[src/rtl/shreg_pkg.sv]
// shreg_pkg: shared definitions for the universal shift register.
//   SHREG_MODE_W : width of the mode select
//   shreg_mode_e : hold / shift right / shift left / parallel load
package shreg_pkg;

    localparam int SHREG_MODE_W = 2;

    typedef enum logic [SHREG_MODE_W-1:0] {
        SHREG_HOLD = 2'b00,
        SHREG_SHR  = 2'b01,
        SHREG_SHL  = 2'b10,
        SHREG_LOAD = 2'b11
    } shreg_mode_e;

endpackage

[src/rtl/shreg_shift_counter.sv]
// shreg_shift_counter: counts shifts since the last load/reset, saturating
// at WIDTH, and pulses done for one cycle on the shift that reaches WIDTH.
//   clk   in  clock
//   rst   in  asynchronous active-high reset
//   clr   in  synchronous clear (parallel load)
//   inc   in  one shift happens on this edge
//   count out shifts since last clear, saturating at WIDTH
//   done  out registered one-cycle completion pulse
module shreg_shift_counter #(
    parameter int WIDTH = 8
) (
    input  logic                         clk,
    input  logic                         rst,
    input  logic                         clr,
    input  logic                         inc,
    output logic [$clog2(WIDTH+1)-1:0]   count,
    output logic                         done
);

    localparam int CW = $clog2(WIDTH + 1);
    localparam logic [CW-1:0] FULL = CW'(WIDTH);
    localparam logic [CW-1:0] LAST = CW'(WIDTH - 1);

    logic [CW-1:0] count_q, count_d;
    logic          done_q,  done_d;

    // NOTE: every always_comb output gets a default first, so no path can
    // leave it unassigned and infer a latch.
    always_comb begin
        count_d = count_q;
        done_d  = 1'b0;
        if (clr) begin
            count_d = '0;
        end else if (inc && (count_q != FULL)) begin
            count_d = count_q + CW'(1);
            // Only the transition into saturation completes a transfer.
            done_d  = (count_q == LAST);
        end
    end

    // NOTE: state flops use non-blocking assignments so every flop samples
    // pre-edge values, independent of statement order.
    always_ff @(posedge clk or posedge rst) begin
        if (rst) begin
            count_q <= '0;
            done_q  <= 1'b0;
        end else begin
            count_q <= count_d;
            done_q  <= done_d;
        end
    end

    assign count = count_q;
    assign done  = done_q;

endmodule

[src/rtl/shreg_universal.sv]
// shreg_universal: WIDTH-bit universal shift register with hold, shift right,
// shift left and parallel load, complementary outputs and a full-word
// transfer counter.
//   clk   in  clock
//   rst   in  asynchronous active-high reset (q <= RESET_VAL)
//   mode  in  00 hold, 01 shift right, 10 shift left, 11 load
//   sin   in  serial input for shift modes
//   rot   in  rotate request (only honoured when SHREG_ROTATE_EN is defined)
//   d     in  parallel load data
//   q     out register contents
//   qbar  out ~q
//   sout  out q[WIDTH-1] in shift-left mode, otherwise q[0]
//   count out shifts since last load/reset, saturating at WIDTH
//   done  out one-cycle pulse after the WIDTH-th shift
// Build option: define SHREG_ROTATE_EN to enable rotate on rot = 1.
module shreg_universal
    import shreg_pkg::*;
#(
    parameter int               WIDTH     = 8,
    parameter logic [WIDTH-1:0] RESET_VAL = '0
) (
    input  logic                       clk,
    input  logic                       rst,
    input  logic [SHREG_MODE_W-1:0]    mode,
    input  logic                       sin,
    input  logic                       rot,
    input  logic [WIDTH-1:0]           d,
    output logic [WIDTH-1:0]           q,
    output logic [WIDTH-1:0]           qbar,
    output logic                       sout,
    output logic [$clog2(WIDTH+1)-1:0] count,
    output logic                       done
);

    shreg_mode_e      mode_e;
    logic [WIDTH-1:0] q_q, q_d;
    logic             fill_r, fill_l;
    logic             shifting;

    assign mode_e = shreg_mode_e'(mode);

`ifdef SHREG_ROTATE_EN
    // Rotate feeds the bit leaving one end back into the other.
    assign fill_r = rot ? q_q[0]       : sin;
    assign fill_l = rot ? q_q[WIDTH-1] : sin;
`else
    logic unused_rot;
    assign unused_rot = rot;
    assign fill_r     = sin;
    assign fill_l     = sin;
`endif

    always_comb begin
        q_d = q_q;
        case (mode_e)
            SHREG_SHR:  q_d = {fill_r, q_q[WIDTH-1:1]};
            SHREG_SHL:  q_d = {q_q[WIDTH-2:0], fill_l};
            SHREG_LOAD: q_d = d;
            default:    q_d = q_q;
        endcase
    end

    always_ff @(posedge clk or posedge rst) begin
        if (rst) q_q <= RESET_VAL;
        else     q_q <= q_d;
    end

    assign shifting = (mode_e == SHREG_SHR) || (mode_e == SHREG_SHL);

    shreg_shift_counter #(.WIDTH(WIDTH)) u_counter (
        .clk   (clk),
        .rst   (rst),
        .clr   (mode_e == SHREG_LOAD),
        .inc   (shifting),
        .count (count),
        .done  (done)
    );

    // qbar derives from the same flops as q, so the two can never disagree.
    assign q    = q_q;
    assign qbar = ~q_q;
    assign sout = (mode_e == SHREG_SHL) ? q_q[WIDTH-1] : q_q[0];

endmodule

[config.mk]
export PLATFORM = sky130hd
export DESIGN_NAME = shreg_universal
export DESIGN_NICKNAME = d
export VERILOG_FILES = /design/src/rtl/shreg_pkg.sv /design/src/rtl/shreg_shift_counter.sv /design/src/rtl/shreg_universal.sv
export SDC_FILE = /design/constraint.sdc
export NUM_CORES = 1
export LEC_CHECK = 0
export ABC_AREA = 1
export CAP_MARGIN = 20
export CORE_MARGIN = 5
export CORE_UTILIZATION = 43
export DETAILED_ROUTE_END_ITERATION = 8
export PLACE_DENSITY_LB_ADDON = 0.3
export REMOVE_ABC_BUFFERS = 1
export SKIP_LAST_GASP = 1
export SYNTH_ARGS = -nofsm -noshare
export SYNTH_HDL_FRONTEND = slang
export SYNTH_SLANG_ARGS = --single-unit
[constraint.sdc]
create_clock -name clk -period 3.7 [get_ports clk]
set_clock_uncertainty 0.1 [all_clocks]
set_input_delay 0.37 -clock clk [delete_from_list [all_inputs] [get_ports clk]]
set_output_delay 0.37 -clock clk [all_outputs]
set_load 0.02 [all_outputs]
==> impl_metrics.json, run 1 <==
{
  "cts_buffers": 3,
  "synth_ff_type": "dfrtp_1",
  "slew_viol_final": 0,
  "ys_top_cells_by_count": "nand2_1, a21oi_1, inv_1, dfrtp_1, nand3_1",
  "setup_ws_ns": 1.161,
  "fin_tns_setup_ns": 0,
  "grt_pass1_wl_mm": 3.387,
  "crit_chain": "clkdlybuf4s50_1 -> inv_1 -> ha_1 -> nand2_1 -> o21ai_1 -> clkdlybuf4s50_1",
  "synthArstFlopShare_pct": 100.0,
  "syn-instance-count": 103,
  "yosysTopAreaCell": "dfrtp_1",
  "fin_util_pct": 67.24,
  "finalCriticalPeriod_ns": 2.539,
  "synth_cell_types": 17,
  "die_h_um": 53.02,
  "synth_area_um2": 795.8,
  "ys_ff_latch": 13,
  "reg2regPathDepth": 7,
  "worst_pin_slew_ns": 0.5157,
  "cp-end-kind": "output pin",
  "initial_core_util_pct": 45.59,
  "period_share_pct": 68.62,
  "multi_input_area_um2": 377.9,
  "avgSynthCellArea_um2": 7.726,
  "drc": 0,
  "wl_met1_um": 844,
  "clock_path_buffers": 2,
  "yosysMostFrequentCell": "nand2_1",
  "routed_wl_mm": 2.013,
  "top_layer": "met4",
  "cts_setup_buffers": 0,
  "hold_class": "in2async",
  "h-tree-depth": 1,
  "coreArea_um2": 1745,
  "avgRoutedWirePerCell_um": 12.35,
  "cp.required_ns": 3.23,
  "nets": 158,
  "synth_area_leaders": "dfrtp_1, nand2_1, a21oi_1",
  "rsz0062_at_grt": "false",
  "cts-root-buf": "clkbuf_4",
  "insertion_delay_ns": 0.28,
  "grt_pass1_vias": 773,
  "cts.sinks": 13,
  "cts_tree": "yes",
  "overflow": 0,
  "yosysWarnings": 0,
  "register_area_um2": 325.3,
  "grt_max_degree": 14,
  "crit_arrival_ns": 2.07,
  "synth-edff-count": 0,
  "port_buffers": 34,
  "dp_slack_ns": 1.136,
  "hpwl_mm": 1.587,
  "io_pins": 36,
  "maxCapViolCount": 0,
  "crit_type": "in2out",
  "outcome": "complete, no violations",
  "place_area_um2": 1147,
  "setup_viol": 0,
  "p_leak_nw": 0.5569,
  "antenna_left": 0,
  "slowest_delay_ns": 0.61,
  "antenna_cells": 0,
  "crit_top_cell": "clkdlybuf4s50_1",
  "num_vias": 794,
  "post_cts_resized": 0,
  "num_rows": 15,
  "firstDrtPassIters": 4,
  "netlist.area_leader.share_pct": 40.88,
  "fmax_ghz": 0.3938,
  "met3WireLength_um": 108,
  "fillerInstances": 166,
  "grt_usage_pct": 16.37,
  "power_density_nw_per_um2": 457.2,
  "maxSlewHeadroom_pct": 65.58,
  "finalHoldViolCount": 0,
  "final_area_um2": 1174,
  "startpoint_type": "primary input",
  "vdd_drop_max_mv": 0.3493,
  "crit_slowest_cell": "clkdlybuf4s50_1",
  "die_w_um": 53.02,
  "areaGrowthSynthToFinish_pct": 47.48,
  "drtIter0Drc": 15,
  "antenna_found_initial": 0,
  "layout-drive-gt1-share_pct": 9.420,
  "cts_hold_buf": 0,
  "avgViaCountPerCell": 4.871,
  "gp_congestion": 0.8171,
  "critPathMaxFanout": 11,
  "dieArea_um2": 2811,
  "synth_seq_area_share_pct": 40.88,
  "wl_met2_mm": 1.031,
  "clkTransAtPathRegs_ns": 0.08
}
cell type report:
class,count,share of cell area (%)
Clock buffer,4,2.239
Inverter,19,6.183
Tap cell,25,2.665
Timing Repair Buffer,34,29.00
Multi-Input combinational cell,68,32.20
Sequential cell,13,27.72
critical path: cells and delay by family:
kind	cells	cell delay, ns
compound gates	1	0.08
buf+inv	3	1.14
simple gates	1	0.09
fa+ha+maj	1	0.38
cell families (layout without fill, tap and decap cells):
logic type,Yosys count,after routing,synth area share [%]
compound gates,19,19,11.95
fa+ha+maj,5,5,7.862
buf+inv,22,57,11.63
flops,13,13,40.88
simple gates,44,44,27.67
registers in the layout (all words and copies together) (netlist names):
register / flops
u_counter.count: 4
q: 8
u_counter.done: 1
layout by cell type, fill, tap and decap left out:
cell type	instances
a21oi_1	16
clkbuf_1	1
clkbuf_4	3
clkdlybuf4s50_1	34
clkinv_2	1
dfrtp_1	13
ha_1	5
inv_1	15
inv_2	3
nand2_1	23
nand2_4	2
nand3_1	12
nand3_2	1
nand4_1	3
nor2_2	1
nor3_2	1
o21ai_1	3
or2_2	1
path summary, 6_finish.rpt:
path	startpoint	endpoint	slack [ns]
setup / recovery	mode[0]	sout	1.16
hold / removal	rst	q[7]	0.32
setup reg to reg	u_counter.count[0]	u_counter.count[1]	2.38
hold reg to reg	q[0]	q[0]	0.49
max in group asynchronous	rst	u_counter.done	2.84
min in group clk	q[0]	q[0]	0.49
layer usage:
layer | up-vias | GRT usage [%]
met4 | 0 | 7.660
met3 | 4 | 3.944
met5 | - | 0
met1 | 370 | 19.10
li1 | 399 | -
met2 | 21 | 27.89
report_power, final:
part	switching, mW	internal (mW)
Clock	0.0469	0.0419
Combinational	0.131	0.117
Sequential	0.0321	0.168
Total	0.210	0.327
stage by stage:
step           std cells  total power [mW]  hold WS [ns]
6_report             163            0.5366        0.3198
5_1_grt              163            0.5782        0.3523
4_1_cts              163            0.5415        0.3431
3_5_place_dp         159            0.4525        0.4757
3_3_place_gp         159            0.4466        0.4730
2_1_floorplan        100            0.3311        0.1470
Note: power is estimated with default switching activity, not from simulation.
==> inputs of run 2 (changes only) <==
- CORE_UTILIZATION: 43 -> 40
- clock period: 3.7 -> 2.36 ns (I/O delays scaled with it)
==> impl_metrics.json, run 2 (same netlist as run 1, synthesis figures left out) <==
{
  "outcome": "complete, no violations",
  "finalHoldViolCount": 0,
  "internal-power_uw": 513.7,
  "worst_pin_slew_ns": 0.5279,
  "clock_power_share_pct": 16.3,
  "reg2reg_slack_ns": 1.02,
  "maxCapViolCount": 0,
  "nets": 159,
  "setup_viol": 0,
  "dieArea_um2": 2981,
  "antenna_found_initial": 0,
  "hold_class": "in2async",
  "cts.sinks": 13,
  "grt_pass1_wl_mm": 3.277,
  "power.switching_uw": 330.0,
  "die_w_um": 54.60,
  "fin_tns_setup_ns": 0,
  "final_area_um2": 1184,
  "crit_type": "in2out",
  "num_rows": 16,
  "clock_path_buffers": 2,
  "coreArea_um2": 1922,
  "cts_tree": "yes",
  "post_cts_resized": 0,
  "layout.cells.most_common_list": "clkdlybuf4s50_1, nand2_1, a21oi_1",
  "largest_reg_flops": 8,
  "grt_pass1_vias": 779,
  "firstDrtPassIters": 4,
  "p_seq_share_pct": 37.1,
  "reg2regPathDepth": 7,
  "p_leak_nw": 0.5620,
  "gp_congestion": 0.7902,
  "grt_max_degree": 14,
  "avgViaCountPerCell": 5.036,
  "antenna_left": 0,
  "finalCriticalPeriod_ns": 2.104,
  "cts_buffers": 3,
  "routed_wl_mm": 2.071,
  "antenna_cells": 0,
  "overflow": 0,
  "critPathMaxFanout": 3,
  "insertion_delay_ns": 0.27,
  "cts_hold_buf": 0,
  "drc": 0,
  "port_buffers": 34,
  "fmax_ghz": 0.4752,
  "crit_arrival_ns": 1.77,
  "vdd_drop_max_mv": 0.4489,
  "hpwl_mm": 1.644,
  "layout-drive-gt1-share_pct": 10.07,
  "switching_share_pct": 39.11,
  "cts-root-buf": "clkbuf_4",
  "grt_usage_pct": 15.12,
  "comb_power_share_pct": 46.6,
  "h-tree-depth": 1,
  "rsz0062_at_grt": "false",
  "maxSlewHeadroom_pct": 64.77,
  "avgRoutedWirePerCell_um": 12.48,
  "areaGrowthSynthToFinish_pct": 48.74,
  "slew_viol_final": 0,
  "power_density_nw_per_um2": 712.8,
  "period_share_pct": 89.17,
  "clkTransAtPathRegs_ns": 0.08,
  "place_area_um2": 1157,
  "startpoint_type": "primary input",
  "layout_commonest_cell": "clkdlybuf4s50_1",
  "worstReg2RegEnd": "u_counter.count[0]",
  "cp-end-kind": "output pin",
  "cp.required_ns": 2.02,
  "io_pins": 36,
  "die_h_um": 54.60,
  "initial_core_util_pct": 41.41,
  "drtIter0Drc": 22,
  "regMostFlops": "q",
  "cts_setup_buffers": 0,
  "timing.rr.start": "u_counter.count[0]",
  "num_vias": 836
}
run 2: cell types whose count changed in the layout (fill, tap and decap cells not counted):
| cell | delta |
|---|---|
| buf_4 | +1 |
run 2: how the worst max path moves through the flow:
stage,to,cells after the start,slack (ns),startpoint
6_report,sout,5,0.26,mode[0]
3_3_place_gp,sout,5,0.28,mode[0]
3_5_place_dp,sout,5,0.25,mode[0]
2_1_floorplan,u_counter.count[2],8,1.01,u_counter.count[0]
5_1_grt,sout,5,0.16,mode[0]
4_1_cts,sout,5,0.24,mode[0]
run 2: metrics by stage:
stage | utilization [%] | hold slack [ns] | std cells | setup slack (ns) | total power [mW]
floorplan | - | 0.01296 | 100 | 1.013 | 0.5191
global placement | 60.22 | 0.4687 | 162 | 0.2756 | 0.7023
detailed placement | 60.22 | 0.4761 | 162 | 0.2471 | 0.7139
CTS | 61.59 | 0.2030 | 166 | 0.2428 | 0.8542
global route | 61.59 | 0.2333 | 166 | 0.1584 | 0.9023
finish | 61.59 | 0.1939 | 166 | 0.2556 | 0.8437
run 2: critical path, stage by stage:
cell and delay (ns):
clkdlybuf4s50_1 0.49, inv_1 0.07, ha_1 0.23, o21ai_1 0.14
clkdlybuf4s50_1 0.61
run 2: area by class of cell:
cell class                 count  area (µm²)
timing repair buffer          35       347.8
multi-input combinational     68       377.9
clock buffer                   4       26.28
sequential                    13       325.3
tap                           27       33.78
fill                         186       738.2
inverter                      19       72.57
run 2: power groups by stage:
stage | clock, mW | sequential [mW] | combinational, mW
3_3_place_gp | 0 | 0.316 | 0.386
6_report | 0.137 | 0.313 | 0.393
2_1_floorplan | 0 | 0.360 | 0.159
5_1_grt | 0.153 | 0.322 | 0.427
3_5_place_dp | 0 | 0.318 | 0.396
4_1_cts | 0.143 | 0.313 | 0.398
run 2: layer usage:
layer	share of wire (%)	track usage [%]	vias to the layer above
li1	-	-	403
met2	50	25.79	44
met4	1.0	6.224	0
met3	8.5	3.815	4
met5	0	0	-
met1	41	17.82	385
==> inputs of run 3 (changes only) <==
==> constraint.sdc (replaced) <==
create_clock -name clk -period 2.36 [get_ports clk]
set_clock_uncertainty 0.1 [all_clocks]
set_input_delay 0.354 -clock clk [delete_from_list [all_inputs] [get_ports clk]]
set_output_delay 0.354 -clock clk [all_outputs]
set_load 0.02 [all_outputs]
==> impl_metrics.json, run 3 (same netlist as run 1, synthesis figures left out) <==
{
  "fillerInstances": 188,
  "power_density_nw_per_um2": 705.3,
  "num_vias": 815,
  "finalHoldViolCount": 0,
  "initial_core_util_pct": 41.41,
  "crit_arrival_ns": 1.53,
  "coreArea_um2": 1922,
  "grt_usage_pct": 15.46,
  "avgViaCountPerCell": 4.851,
  "grt_pass1_vias": 823,
  "largest_reg_flops": 8,
  "critPathMaxFanout": 3,
  "setup_viol": 0,
  "finalCriticalPeriod_ns": 1.988,
  "use_met3_pct": 2.997,
  "io_pins": 36,
  "num_rows": 16,
  "routed_wl_mm": 2.145,
  "crit_type": "in2out",
  "cp.required_ns": 1.91,
  "port_buffers": 34,
  "outcome": "complete, no violations",
  "cts.sinks": 13,
  "nets": 161,
  "layout_commonest_cell": "clkdlybuf4s50_1",
  "firstDrtPassIters": 4,
  "dieArea_um2": 2981,
  "grt-busiest-layer": "met2",
  "antenna_left": 0,
  "antenna_cells": 0,
  "drtIter0Drc": 14,
  "cts_buffers": 3,
  "cts-root-buf": "clkbuf_4",
  "grt_max_degree": 14,
  "hpwl_mm": 1.682,
  "antenna_found_initial": 0,
  "finalPower_uw": 847.2,
  "slew_viol_final": 0,
  "worst_pin_slew_ns": 0.5053,
  "grt_pass1_wl_mm": 3.332,
  "hold_class": "in2async",
  "cp-end-kind": "output pin",
  "cts_tree": "yes",
  "final_area_um2": 1201,
  "die_w_um": 54.60,
  "clock_path_buffers": 2,
  "areaGrowthSynthToFinish_pct": 50.94,
  "grt_util_met2_pct": 28.35,
  "cts_hold_buf": 0,
  "maxCapViolCount": 0,
  "layout-drive-gt1-share_pct": 11.35,
  "overflow": 0,
  "die_h_um": 54.60,
  "fin_tns_setup_ns": 0,
  "place_area_um2": 1172,
  "avgRoutedWirePerCell_um": 12.77,
  "grt_use_met1_pct": 17.31,
  "reg2regPathDepth": 7,
  "drc": 0,
  "period_share_pct": 84.25,
  "clkTransAtPathRegs_ns": 0.08,
  "fmax_ghz": 0.5029,
  "setup_ws_ns": 0.3717,
  "insertion_delay_ns": 0.27,
  "regMostFlops": "q",
  "maxSlewHeadroom_pct": 66.28,
  "gp_congestion": 0.7916,
  "vdd_drop_max_mv": 0.5071,
  "fin_util_pct": 62.50,
  "p_leak_nw": 0.5820,
  "rsz0062_at_grt": "false",
  "layout.cells.most_common_list": "clkdlybuf4s50_1, nand2_1, a21oi_1",
  "dp_slack_ns": 0.01543,
  "startpoint_type": "primary input",
  "h-tree-depth": 1
}
run 3: stage by stage:
stage,hold slack [ns],instances
CTS,0.3189,168
finish,0.3014,168
floorplan,0.1310,100
global route,0.3562,168
detailed placement,0.4807,164
global placement,0.4686,164
run 3: area by class of cell:
type                       instances  area [µm²]  area share (%)
inverter                          19       72.57           6.042
clock buffer                       4       26.28           2.188
tap                               27       33.78           2.813
multi-input combinational         68       377.9           31.46
sequential                        13       325.3           27.08
timing repair buffer              37       365.4           30.42
run 3: timing repair:
| item | CTS | global route |
|---|---|---|
| buffers inserted | 0 | 0 |
| gates resized for setup | 0 | 1 |
| setup endpoints to repair | 0 | 1 |
run 3: metal layers:
metal / up-vias / wire length, µm
met4: 0 / 12
met1: 377 / 847
met3: 2 / 130
met5: - / 0
li1: 407 / -
met2: 29 / 1155
run 3: final timing paths:
| kind | start | end | slack, ns |
|---|---|---|---|
| worst max-delay path | mode[0] | sout | 0.37 |
| worst min-delay path | rst | u_counter.done | 0.30 |
| worst max register to register | u_counter.count[0] | u_counter.count[0] | 1.01 |
| worst min register to register | q[6] | q[6] | 0.49 |
| max in group asynchronous | rst | q[0] | 1.52 |
| min in group clk | q[6] | q[6] | 0.49 |
run 3: critical path, cell delays in order:
cell and delay [ns]:
clkdlybuf4s50_1 0.48, inv_1 0.07, ha_1 0.23, o21ai_1 0.14
dlymetal6s2s_1 0.25
run 3: power by group:
part	internal, mW	total, mW	switching (mW)
Clock	0.0654	0.138	0.0725
Sequential	0.263	0.314	0.0505
Combinational	0.187	0.396	0.209
Total	0.515	0.847	0.332
